**config.mk**
```make
export PLATFORM = sky130hd
export DESIGN_NAME = uart_cfg_rx_flat
export DESIGN_NICKNAME = d
export VERILOG_FILES = /design/src/rtl/uart_cfg_rx_if.sv /design/src/rtl/uart_cfg_rx.sv /design/src/flat_wrapper.sv
export SDC_FILE = /design/constraint.sdc
export NUM_CORES = 1
export LEC_CHECK = 0
export CAP_MARGIN = 20
export CORE_MARGIN = 1.5
export CORE_UTILIZATION = 45
export CTS_CLUSTER_SIZE = 30
export DETAILED_ROUTE_END_ITERATION = 6
export DONT_BUFFER_PORTS = 1
export MAX_ROUTING_LAYER = met4
export SYNTH_ARGS = -nofsm -noshare
export SYNTH_HDL_FRONTEND = slang
export SYNTH_SLANG_ARGS = --single-unit
```
**constraint.sdc**
```tcl
create_clock -name clk -period 5.4 [get_ports clk]
set_clock_uncertainty 0.05 [all_clocks]
set_input_delay 1.08 -clock clk [delete_from_list [all_inputs] [get_ports clk]]
set_output_delay 1.08 -clock clk [all_outputs]
set_load 0.05 [all_outputs]
```
**src/rtl/uart_cfg_rx_if.sv**
```systemverilog
// Handshake bundle between the host serial line, the frame receiver and the control core.
interface uart_cfg_rx_if;
  logic        RX;
  logic        clr_rdy;
  logic [23:0] cfg_data;
  logic        frm_rdy;
  logic        frm_err;
  logic        ovr;

  modport master (
    output RX,
    output clr_rdy,
    input  cfg_data,
    input  frm_rdy,
    input  frm_err,
    input  ovr
  );

  modport slave (
    input  RX,
    input  clr_rdy,
    output cfg_data,
    output frm_rdy,
    output frm_err,
    output ovr
  );
endinterface

```
**src/rtl/uart_cfg_rx.sv**
```systemverilog
// 8N1 receiver that packs three bytes into one 24-bit configuration word with a ready/clear handshake.
// state | meaning
// IDLE  | line idle or held low, waiting for a falling edge
// START | confirming the start bit at its midpoint
// DATA  | shifting in 8 data bits, LSB first
// STOP  | checking the stop bit, then filing the byte
module uart_cfg_rx #(
  parameter int BAUD_DIV     = 1302,
  parameter int TIMEOUT_BITS = 20
) (
  input logic         clk,
  input logic         rst,
  uart_cfg_rx_if.slave bus
);

  localparam int CW       = $clog2(BAUD_DIV);
  localparam int TO_LIMIT = TIMEOUT_BITS * BAUD_DIV;
  localparam int IW       = $clog2(TO_LIMIT + 1);

  localparam logic [CW-1:0] HALF_CNT = CW'(BAUD_DIV / 2 - 1);
  localparam logic [CW-1:0] FULL_CNT = CW'(BAUD_DIV - 1);
  localparam logic [IW-1:0] TO_MAX   = IW'(TO_LIMIT);

  typedef enum logic [1:0] {
    IDLE  = 2'd0,
    START = 2'd1,
    DATA  = 2'd2,
    STOP  = 2'd3
  } state_t;

  state_t state, state_nxt;

  logic          rx_meta, rx_sync, rx_prev;
  logic [CW-1:0] cnt;
  logic [2:0]    bit_idx;
  logic [7:0]    shift_reg;
  logic [1:0]    byte_cnt;
  logic [7:0]    byte0, byte1;
  logic [IW-1:0] idle_cnt;
  logic [23:0]   cfg_q;
  logic          rdy_q, err_q, ovr_q;

  logic cnt_clr, shift_en, stop_ok, stop_bad;
  logic frame_done, timed_out;

  always_ff @(posedge clk) begin
    if (rst) state <= IDLE;
    else     state <= state_nxt;
  end

  always_comb begin
    state_nxt = state;
    cnt_clr   = 1'b0;
    shift_en  = 1'b0;
    stop_ok   = 1'b0;
    stop_bad  = 1'b0;
    unique case (state)
      IDLE: begin
        if (rx_prev && !rx_sync) begin
          state_nxt = START;
          cnt_clr   = 1'b1;
        end
      end
      START: begin
        if (cnt == HALF_CNT) begin
          cnt_clr   = 1'b1;
          state_nxt = rx_sync ? IDLE : DATA;
        end
      end
      DATA: begin
        if (cnt == FULL_CNT) begin
          cnt_clr  = 1'b1;
          shift_en = 1'b1;
          if (bit_idx == 3'd7) state_nxt = STOP;
        end
      end
      STOP: begin
        if (cnt == FULL_CNT) begin
          cnt_clr   = 1'b1;
          state_nxt = IDLE;
          stop_ok   = rx_sync;
          stop_bad  = !rx_sync;
        end
      end
    endcase
  end

  assign frame_done = stop_ok && (byte_cnt == 2'd2);
  assign timed_out  = (state == IDLE) && (idle_cnt == TO_MAX);

  always_ff @(posedge clk) begin
    if (rst) begin
      rx_meta   <= 1'b1;
      rx_sync   <= 1'b1;
      rx_prev   <= 1'b1;
      cnt       <= '0;
      bit_idx   <= '0;
      shift_reg <= '0;
      byte_cnt  <= '0;
      byte0     <= '0;
      byte1     <= '0;
      idle_cnt  <= '0;
      cfg_q     <= '0;
      rdy_q     <= 1'b0;
      err_q     <= 1'b0;
      ovr_q     <= 1'b0;
    end else begin
      rx_meta <= bus.RX;
      rx_sync <= rx_meta;
      rx_prev <= rx_sync;

      if (cnt_clr || state == IDLE) cnt <= '0;
      else                          cnt <= cnt + 1'b1;

      if (state != DATA)  bit_idx <= '0;
      else if (shift_en)  bit_idx <= bit_idx + 3'd1;

      if (shift_en) shift_reg <= {rx_sync, shift_reg[7:1]};

      // Leaving IDLE zeroes the counter so every IDLE visit starts a fresh timeout.
      if (state != IDLE)          idle_cnt <= '0;
      else if (idle_cnt != TO_MAX) idle_cnt <= idle_cnt + 1'b1;

      err_q <= stop_bad;
      ovr_q <= 1'b0;

      if (stop_bad) begin
        byte_cnt <= '0;
      end else if (stop_ok) begin
        if (byte_cnt == 2'd0) byte0 <= shift_reg;
        if (byte_cnt == 2'd1) byte1 <= shift_reg;
        if (frame_done) begin
          cfg_q    <= {byte0, byte1, shift_reg};
          ovr_q    <= rdy_q && !bus.clr_rdy;
          byte_cnt <= '0;
        end else begin
          byte_cnt <= byte_cnt + 2'd1;
        end
      end else if (timed_out && byte_cnt != 2'd0) begin
        byte_cnt <= '0;
      end

      // A completing frame takes priority over a simultaneous clear.
      if (frame_done)       rdy_q <= 1'b1;
      else if (bus.clr_rdy) rdy_q <= 1'b0;
    end
  end

  assign bus.cfg_data = cfg_q;
  assign bus.frm_rdy  = rdy_q;
  assign bus.frm_err  = err_q;
  assign bus.ovr      = ovr_q;

endmodule
```
**src/flat_wrapper.sv**
```systemverilog
// flat-port wrapper written by rule: the top's interface ports become plain ports
module uart_cfg_rx_flat 
#(
  parameter int BAUD_DIV     = 1302,
  parameter int TIMEOUT_BITS = 20
)
  (clk, rst, bus_RX, bus_clr_rdy, bus_cfg_data, bus_frm_rdy, bus_frm_err, bus_ovr);
  uart_cfg_rx_if bus_i ();
  input logic clk;
  input logic rst;
  input wire logic [$bits(bus_i.RX)-1:0] bus_RX;
  input wire logic [$bits(bus_i.clr_rdy)-1:0] bus_clr_rdy;
  output wire logic [$bits(bus_i.cfg_data)-1:0] bus_cfg_data;
  output wire logic [$bits(bus_i.frm_rdy)-1:0] bus_frm_rdy;
  output wire logic [$bits(bus_i.frm_err)-1:0] bus_frm_err;
  output wire logic [$bits(bus_i.ovr)-1:0] bus_ovr;
  assign bus_i.RX = bus_RX;
  assign bus_i.clr_rdy = bus_clr_rdy;
  assign bus_cfg_data = bus_i.cfg_data;
  assign bus_frm_rdy = bus_i.frm_rdy;
  assign bus_frm_err = bus_i.frm_err;
  assign bus_ovr = bus_i.ovr;
  uart_cfg_rx #(.BAUD_DIV(BAUD_DIV), .TIMEOUT_BITS(TIMEOUT_BITS)) u_core (.clk(clk), .rst(rst), .bus(bus_i));
endmodule
```
* Word-level counts from Yosys, hierarchy flattened
Cells that the tools add are included.
Word-level totals: register bits after elaboration 87, output and inout port bits 27, input port bits 4
Operators by class: equal/unequal tests 16, $add $sub $neg 4, mux-type cells 21, bitwise gates (word level) 3, reductions and logical operators 24
Operators with widths (number):
- $mux W2 | 9
- $add A15 B1 Y15 const B | 1
- $eq A15 B15 Y1 const B | 1
- $ne A15 B15 Y1 const B | 1
- $add A11 B1 Y11 const B | 1
- $eq A11 B10 Y1 const B | 1
- $eq A11 B11 Y1 const B | 1
- $mux W1 | 10
- $ne A2 B1 Y1 const B | 5
- $reduce_or A2 Y1 | 5
- $reduce_and A3 Y1 | 3
- $pmux W2 S4 | 1
- $reduce_bool A2 Y1 | 4
- $eq A2 B2 Y1 const B | 3
- $logic_and A1 B1 Y1 | 5
- $reduce_and A5 Y1 | 1
- $eq A2 B1 Y1 const B | 2
- $logic_not A2 Y1 | 2
- $reduce_or A4 Y1 | 1
- $add A3 B1 Y3 const B | 1
- $eq A3 B3 Y1 const B | 1
- $not A1 Y1 | 3
- $pmux W1 S3 | 1
- $add A2 B1 Y2 const B | 1
- 3 further kinds | 4

* Longest topological paths before layout
word-level depth 6, mapped depth 9

* Worst setup path after synthesis
No wires, ideal clock.
path kind register to register, start point reg with a tool-made name, end point reg u_core.cfg_q[0], in the netlist u_core.bus.cfg_data[0], path slack 3.289 ns, data required time 5.218 ns, library setup time 0.132 ns, data arrival time 1.929 ns, stages on the path, launching flop included 9, cell sequence dfxtp_1 buf_4 or3b_1 buf_6 or4_4 buf_6 clkbuf_1 o21ai_0 a21oi_1
RTL lines:
- end signal: assignment | RTL line uart_cfg_rx.sv:133 | cfg_q <= {byte0, byte1, shift_reg};
- end: declaration | RTL line uart_cfg_rx.sv:40 | logic [23:0] cfg_q;

* Worst setup path after layout
start point reg u_core.cnt[0], end point reg u_core.cnt[5]
Between the ends: longest elaborated chain between the ends 5, elaborated cells between the ends (all ways) 8, those cells by class add/sub (1); eq/ne (2); mux (3); reduce/logical (2)
Ends and longest elaborated chain:
- start: declaration | RTL line uart_cfg_rx.sv:34 | logic [CW-1:0] cnt;
- start signal: assignment | RTL line uart_cfg_rx.sv:113 | else cnt <= cnt + 1'b1;
- $eq A11 B11 Y1 / $eq A11 B10 Y1 (equally long branches) | RTL line uart_cfg_rx.sv:71, uart_cfg_rx.sv:78, uart_cfg_rx.sv:65
- $mux W1 (on tied branches) | RTL line uart_cfg_rx.sv:71, uart_cfg_rx.sv:78, uart_cfg_rx.sv:65
- $pmux W1 S3 | RTL line uart_cfg_rx.sv:57 | unique case (state)
- $logic_or A1 B1 Y1 | RTL line uart_cfg_rx.sv:112 | if (cnt_clr || state == IDLE) cnt <= '0;
- $reduce_or A2 Y1 (no line)
Several ways; a longest one is shown, not always the timed one. A chain may end at the register's enable or synchronous reset.

==> results.cfg <==
[outcome]
status = finished, final reports clean

[die]
design.die.area_um2 = 8809
start_util_pct = 47.34
die_h_um = 93.86
num_rows = 32
core-area_um2 = 7848
boundaryPins = 31
die_w_um = 93.86

[detailed_routing]
firstDrtPassIters = 4
wire_per_inst_um = 14.91
wirelength_mm = 7.216
drc = 0
detail-route-antenna-nets = 0
drtIter0Drc = 105
routed_via_density = 5.502
vias = 2663

[clock_network]
hold_buffers = 0
htreeDepth = 3
cts_tree = yes
cts_root_buffer = clkbuf_8
clkSinkCount = 87
clockBufferDepth = 2
cts-buffers-inserted = 9
clk_latency_ns = 0.35
post_cts_buffers = 0
clk_pin_slew_ns = 0.09
ctsResizeCount = 0

[cells_and_area]
final_core_util_pct = 49.78
drive_gt1_share_pct = 6.806
antenna_cells = 0
layout_commonest_cell = dfxtp_1
syn2layout_area_growth_pct = 5.153
stdcell_count = 484
largest_reg_flops = 24
fin_nets = 388
layout_common_cells = dfxtp_1, nor2_1, a21oi_1

[synth]
synth_edf_count = 0
syn_area_um2 = 3715
ys_seq_elements = 87
synth-main-ff-cell = dfxtp_1
synth_top_cell_by_area = dfxtp_1
netlist_instances = 394
synthesis.nets = 405
avgSynthCellArea_um2 = 9.428
synth_area_leaders = dfxtp_1, mux2i_1, nand4b_1
yosysUniqueCellTypes = 45
yosys_warnings = 0
synth_top_area_share_pct = 46.88
async_flop_share_pct = 0
synth_seq_area_share_pct = 46.88

[global_routing]
grt_pass1_wl_mm = 12.28
antenna_found_initial = 0
overflow = 0
grtUsageTotal_pct = 18.06
grt_pass1_vias = 2574
grt_max_degree = 59

[placement]
pre_cts_ws_ns = 2.596
dp_hpwl_mm = 4.483
port_buffers = 0
dp.cells = 468
gp_congestion = 0.8002

[power]
p_leak_nw = 1.303
powerDensity_nw_per_um2 = 279.9
vdd_drop_max_v = 0.0001128

[timing]
rsz0062_at_grt = false
setup_tns_ns = 0
slew_viol_final = 0
relSlewSlack_pct = 33.43
min_period_ns = 2.788
hold_violations = 0
post-route-period-util_pct = 51.64
worstMarginPinSlew_ns = 0.9971
finalWorstSetupSlack_ns = 2.612
timing.hold.ws_ns = 0.3662
setup_violations = 0
maxClockFrequency_mhz = 358.6

[setup_path]
critPathMaxFanout = 11
critPathArrivalTime_ns = 2.94
criticalPathCategory = reg2reg
critPathRequiredTime_ns = 5.55
crit_path_end_kind = flip-flop
cp_cell_sequence = ha_1 > nand4bb_1 > or4_1 > a32oi_1 > nor2_1
critical-path-max-stage-delay_ns = 0.74
start_kind = flip-flop
worst_path_max_delay_cell = a32oi_1

[worst_hold_path]
min_path_type = reg2reg

[run]
maxCapViolCount = 0
-- power breakdown --
group / total (mW) / switching (mW) / internal, mW / leakage [nW]
registers: 0.650 / 0.00526 / 0.645 / 0.702
clock network: 0.430 / 0.254 / 0.176 / 0.0888
logic: 0.0134 / 0.00736 / 0.00605 / 0.512
-- cell usage after synthesis (all sizes together) (3+ instances only) --
cell type  number
nand4b         27
dfxtp          87
buf             5
nor2           55
nor4            7
nor3           10
nand2b          5
o21ai          27
ha              7
mux2i          27
xor2            4
clkbuf         24
inv             8
a21oi          29
or4             4
or2             3
or3             4
nand2          10
nand3           8
xnor2          16
nor2b           3
-- final timing paths --
check	startpoint	to	slack [ns]	depth (start not counted)
hold / removal	u_core.rx_meta$_SDFF_PP1_	u_core.rx_sync$_SDFF_PP1_	0.37	1
hold reg to reg	u_core.rx_meta$_SDFF_PP1_	u_core.rx_sync$_SDFF_PP1_	0.37	1
setup reg to reg	u_core.cnt[0]$_SDFF_PP0_	u_core.cnt[5]$_SDFF_PP0_	2.61	5
setup / recovery	u_core.cnt[0]$_SDFF_PP0_	u_core.cnt[5]$_SDFF_PP0_	2.61	5
-- worst max-delay path: cells and delay by family (launching register included) --
family	cells	cell delay, ns
DFF	1	0.43
AOI/OAI and AO/OA	1	0.74
adders and majority gates	1	0.19
and+or+nand+nor	3	1.23
-- final cells by class --
class / count / area [um2]
fillers: 817 / 3941
well taps: 102 / 127.6
flip-flops and latches: 87 / 1742
clock inverters: 7 / 61.31
multi-input cells: 270 / 1814
repair buffers: 1 / 7.507
inverters: 8 / 30.03
clock buffers: 9 / 123.9
-- metrics by stage --
| stage | power [mW] | area (um2) |
|---|---|---|
| after CTS | 1.108 | 3906 |
| final | 1.094 | 3906 |
| after global routing | 1.136 | 3906 |
| after floorplan | 0.6807 | 3715 |
| after global placement | 0.6781 | 3721 |
| after detailed placement | 0.6785 | 3721 |
-- cells by family after synthesis --
logic type	share of synthesized area [%]
AO/OA/AOI/OAI	9.330
XOR/XNOR	4.715
adder cells (fa/ha/maj)	2.358
buffers and inverters	4.277
flip-flops	46.88
multiplexers	7.275
AND/OR/NAND/NOR	25.16
-- routing by layer --
metal  vias up  track usage, %  share of wire, %
met1      1266           21.81                48
met3         5           3.398               2.9
li1       1356               -                 -
met4         0           6.716              0.90
met2        36           30.01                48
met5         -               -                 0
(Power assumes the default switching activity.)
==> variant 1 (config.mk and constraints unchanged) <==
Encoding of `state_t`: now one-hot (4 bits for 4 states).
--- a/src/rtl/uart_cfg_rx.sv
+++ b/src/rtl/uart_cfg_rx.sv
@@ -21,11 +21,11 @@
   localparam logic [CW-1:0] FULL_CNT = CW'(BAUD_DIV - 1);
   localparam logic [IW-1:0] TO_MAX   = IW'(TO_LIMIT);
 
-  typedef enum logic [1:0] {
-    IDLE  = 2'd0,
-    START = 2'd1,
-    DATA  = 2'd2,
-    STOP  = 2'd3
+  typedef enum logic [3:0] {
+    IDLE  = 4'b0001,
+    START = 4'b0010,
+    DATA  = 4'b0100,
+    STOP  = 4'b1000
   } state_t;
 
   state_t state, state_nxt;
Function: no difference found for any inputs over 10 cycles, from zero or initial values and one cycle with rst high; not proved beyond that.
==> variant 1 against the unedited design <==
Synthesized cell count grew 7.9%; critical path type is now input port to register; global-route usage rose by 1.2 points; design area rose by 3.1%; maximum frequency rose by 17%; area after synthesis increased by 1.7%; sequential cell count up 2; wire length increased by 7.9%; setup slack better by 0.40 ns.
Power is not compared: it rests on default switching activity, and its combinational part moved more than twofold at a synthesized area within 25%.
==> variant 1: results (changes against the unedited design) <==
[outcome]
status = finished, final reports clean  ; unchanged

[grt]
grtUsageMet2 = 0.261  ; was 0.300
grt_pass1_wl_mm = 13.2  ; was 12.3 mm
first_global_vias = 2654  ; was 2574
antenna_found_initial = 0  ; unchanged
global_route.usage.met1 = 0.277  ; was 0.218
grt_max_degree = 47  ; was 59
grt.total_usage = 0.193  ; was 0.181
use_met3 = 0.0451  ; was 0.0340

[worst_hold_path]
hold_class = register to register  ; unchanged

[synthesis]
synth_common_cells = 89 x dfxtp_1, 41 x nand2_1, 38 x a21oi_1  ; was 87 x dfxtp_1, 55 x nor2_1, 29 x a21oi_1
mappedNetlistNets = 436  ; was 405
async_flop_share = 0  ; unchanged
synthCells = 425  ; was 394
ys.flop_type = dfxtp_1  ; unchanged
yosysSeqAreaShare = 0.472  ; was 0.469
synth_area_leaders = dfxtp_1 47%, nand4_1 5.3%, a21oi_1 5.0%  ; was dfxtp_1 47%, mux2i_1 7.3%, nand4b_1 6.1%

[setup_path]
crit_arrival_ns = 2.63  ; was 2.94 ns
cpLargestDelayFamily = simple AND/OR/NAND/NOR gates  ; unchanged
path_max_fanout = 46  ; was 11
cpMaxStageDelayCell = nand3_1  ; was a32oi_1
cpPeakStageDelay_ns = 0.64  ; was 0.74 ns

[clock_tree]
cts_resized = 0  ; unchanged
insertion_delay_ns = 0.36
path_clk_slew_ns = 0.09  ; about the same
cts_max_level = 3  ; unchanged
clockBufferDepth = 2  ; unchanged
cts_made_buffers = 9  ; unchanged

[finish]
finalNetCount = 421  ; was 388
final_util = 0.493  ; was 0.498
layout-drive-gt1-share = 0.0795  ; was 0.0681
fill_cells = 815  ; was 817

[placed_design]
post_dp_cell_area_um2 = 3810  ; was 3720 um^2
place.gp.congestion = 0.808  ; was 0.800
dpl_worst_slack_ns = 2.43  ; was 2.60 ns
portBuffers = 0  ; unchanged
hpwl_mm = 5.14  ; was 4.48 mm
placed_cells = 503  ; was 468

[routing]
met2WireLength_mm = 3.20  ; was 3.45 mm
drt-wirelength-per-cell_um = 15.0  ; was 14.9 um
m1WireLength_mm = 4.06  ; was 3.50 mm
totalWireLength_mm = 7.79  ; was 7.22 mm
dr.pass1.iters = 5  ; was 4
vias = 2917  ; was 2663
top_layer = met4  ; unchanged
drtIter0Drc = 143  ; was 105
wl_met3_um = 367  ; was 209 um

[power_and_ir_drop]
ir_drop_mv = 0.189
power.leakage_nw = 1.28

[timing]
tightest_slew_ns = 0.925  ; was 0.997 ns

==> variant 1: cell count changes after synthesis, moves of 5 or more <==
cell      unedited run  this run
nor2_1              55        18
nand4_1              2        32
nor3_1              10        21
nand2_1             10        41
a21oi_1             29        38
clkbuf_1            24        19
mux2i_1             27        19
buf_2                1         9
nand3_1              8        21
nand4b_1            26         1
==> variant 1: cells by family (layout without fill, tap and decap cells) <==
| group | after synthesis | after routing | share of synthesized area |
|---|---|---|---|
| flops | 89 | 89 | 0.472 |
| buf+inv | 41 | 31 | 0.0460 |
| compound gates | 77 | 77 | 0.111 |
| xor+xnor | 20 | 20 | 0.0464 |
| mux | 19 | 19 | 0.0503 |
| fa+ha+maj | 7 | 7 | 0.0232 |
| simple gates | 172 | 172 | 0.252 |
==> variant 1: power groups by stage <==
stage	Combinational (mW)	Sequential, mW	Clock, mW
after floorplan	0.0429	0.685	0
after CTS	0.0422	0.675	0.478
final	0.0420	0.675	0.465
after global placement	0.0412	0.689	0
after detailed placement	0.0420	0.690	0
after global routing	0.0468	0.677	0.507
==> variant 1: final timing paths <==
kind / start / endpoint / slack, ns / cells after the start
setup / recovery: rst / u_core.idle_cnt[14]$_SDFFE_PP0N_ / 3.02 / 3
hold reg to reg: u_core.rx_meta$_SDFF_PP1_ / u_core.rx_sync$_SDFF_PP1_ / 0.36 / 1
setup reg to reg: u_core.rx_sync$_SDFF_PP1_ / u_core.bus.cfg_data[18]$_SDFFE_PP0P_ / 3.06 / 4
hold / removal: u_core.rx_meta$_SDFF_PP1_ / u_core.rx_sync$_SDFF_PP1_ / 0.36 / 1
==> variant 1: final cells by class <==
cell class,count,share of cell area
tap,105,0.0326
clock buffer,9,0.0308
clock inverter,7,0.0199
timing repair buffer,5,0.0112
multi-input combinational,295,0.454
inverter,10,0.00932
sequential,89,0.442
==> variant 2 (same flow settings) <==
Without the edit above. `BAUD_DIV` is set to 1302 in 2 places; all go to 651.
--- a/src/rtl/uart_cfg_rx.sv
+++ b/src/rtl/uart_cfg_rx.sv
@@ -5,7 +5,7 @@
 // DATA  | shifting in 8 data bits, LSB first
 // STOP  | checking the stop bit, then filing the byte
 module uart_cfg_rx #(
-  parameter int BAUD_DIV     = 1302,
+  parameter int BAUD_DIV     = 651,
   parameter int TIMEOUT_BITS = 20
 ) (
   input logic         clk,
--- a/src/flat_wrapper.sv
+++ b/src/flat_wrapper.sv
@@ -1,7 +1,7 @@
 // flat-port wrapper written by rule: the top's interface ports become plain ports
 module uart_cfg_rx_flat 
 #(
-  parameter int BAUD_DIV     = 1302,
+  parameter int BAUD_DIV     = 651,
   parameter int TIMEOUT_BITS = 20
 )
   (clk, rst, bus_RX, bus_clr_rdy, bus_cfg_data, bus_frm_rdy, bus_frm_err, bus_ovr);
Behaviour: same outputs for any inputs over 10 cycles, from zero or initial values and one cycle with rst high; that may be too few to reach the edited logic, so the function may still have changed.
==> variant 2 against the unedited design <==
Clock power about the same; area after synthesis decreased by 5.1%; hold slack improved by 0.0040 ns; critical endpoint is now u_core.byte_cnt[0]$_SDFFE_PP0P_; maximum frequency increased by 3.0%; power decreased by 1.5%; critical path depth unchanged; wire length decreased by 3.3%; combinational power increased by 7%; setup slack improved by 0.082 ns; design area decreased by 3.1%; sequential cell count decreased by 2.
==> variant 2: results (changes against the unedited design) <==
[outcome]
status = finished, final reports clean  ; unchanged

[synthesis]
synth_common_cells = 85 x dfxtp_1, 43 x nor2_1, 37 x nand3_1  ; was 87 x dfxtp_1, 55 x nor2_1, 29 x a21oi_1
yosysSeqAreaShare = 0.482  ; was 0.469
synth_cell_types = 44  ; was 45
synth_area_leaders = dfxtp_1 48%, mux2i_1 7.4%, nand3_1 5.3%  ; was dfxtp_1 47%, mux2i_1 7.3%, nand4b_1 6.1%
syn_area_um2 = 3530  ; was 3710 um^2
syn_avg_cell_area_um2 = 9.21  ; was 9.43 um^2

[finish]
multi_input_area_um2 = 1720  ; was 1810 um^2
fill_cells = 726  ; was 817
buffer_area_frac = 0.00595  ; was 0.00192
area_growth_pct = 7.31  ; was 5.15%
finalNetCount = 387  ; was 388
nNonClkBuffers = 3  ; was 1
clk_share = 0.0502  ; was 0.0474
inverters = 7  ; was 8
layout-drive-gt1-share = 0.0866  ; was 0.0681

[power_and_ir_drop]
power.leakage_nw = 1.24  ; was 1.30 nW
ir_drop_mv = 0.222  ; was 0.113 mV
p_clk_frac = 0.398  ; was 0.393
p_sw_frac = 0.244  ; about the same
intPower_uw = 815  ; was 827 uW

[grt]
grt_pass1_wl_mm = 11.9  ; was 12.3 mm
first_global_vias = 2411  ; was 2574
grt.total_usage = 0.182  ; was 0.181

[clock_tree]
clockRootBuffer = clkbuf_8  ; unchanged
clock-sinks = 85  ; was 87

[setup_path]
cpMaxStageDelayCell = or4_1  ; was a32oi_1
path_max_fanout = 27  ; was 11
cpPeakStageDelay_ns = 0.88  ; was 0.74 ns
crit_start = u_core.cnt[1]$_SDFF_PP0_  ; was u_core.cnt[0]$_SDFF_PP0_
ff2ff_setup_slack_ns = 2.69  ; was 2.61 ns

[routing]
totalWireLength_mm = 6.98  ; was 7.22 mm
drt-wirelength-per-cell_um = 14.4  ; was 14.9 um
viasPerCell = 5.45  ; was 5.50
drtIter0Drc = 180  ; was 105

[placed_design]
place.gp.congestion = 0.800  ; about the same
placed_cells = 467  ; was 468
hpwl_mm = 4.55  ; was 4.48 mm
post_dp_cell_area_um2 = 3590  ; was 3720 um^2

## variant 2: cell count changes after synthesis, sizes merged, moves of 6 or more
cell | before | now
nand3 | 8 | 37
nand4b | 27 | 1
xnor2 | 16 | 6
nor3 | 10 | 4
clkbuf | 24 | 17
nor2 | 55 | 43
## variant 2: per-layer routing
metal  track usage  part of all wire  vias to the layer above
met5             -                 0                        -
met4        0.0430            0.0072                        0
met3        0.0678             0.054                        4
met2         0.261              0.43                       53
met1         0.243              0.51                     1225
li1              -                 -                     1348
## variant 2: cell families after synthesis
| logic type | count (synthesis) | share of synthesized area |
|---|---|---|
| multiplexers | 26 | 0.0738 |
| buffers and inverters | 28 | 0.0326 |
| adder cells (fa/ha/maj) | 7 | 0.0248 |
| XOR/XNOR | 14 | 0.0348 |
| AND/OR/NAND/NOR | 151 | 0.240 |
| AO/OA/AOI/OAI | 72 | 0.111 |
| flip-flops | 85 | 0.482 |
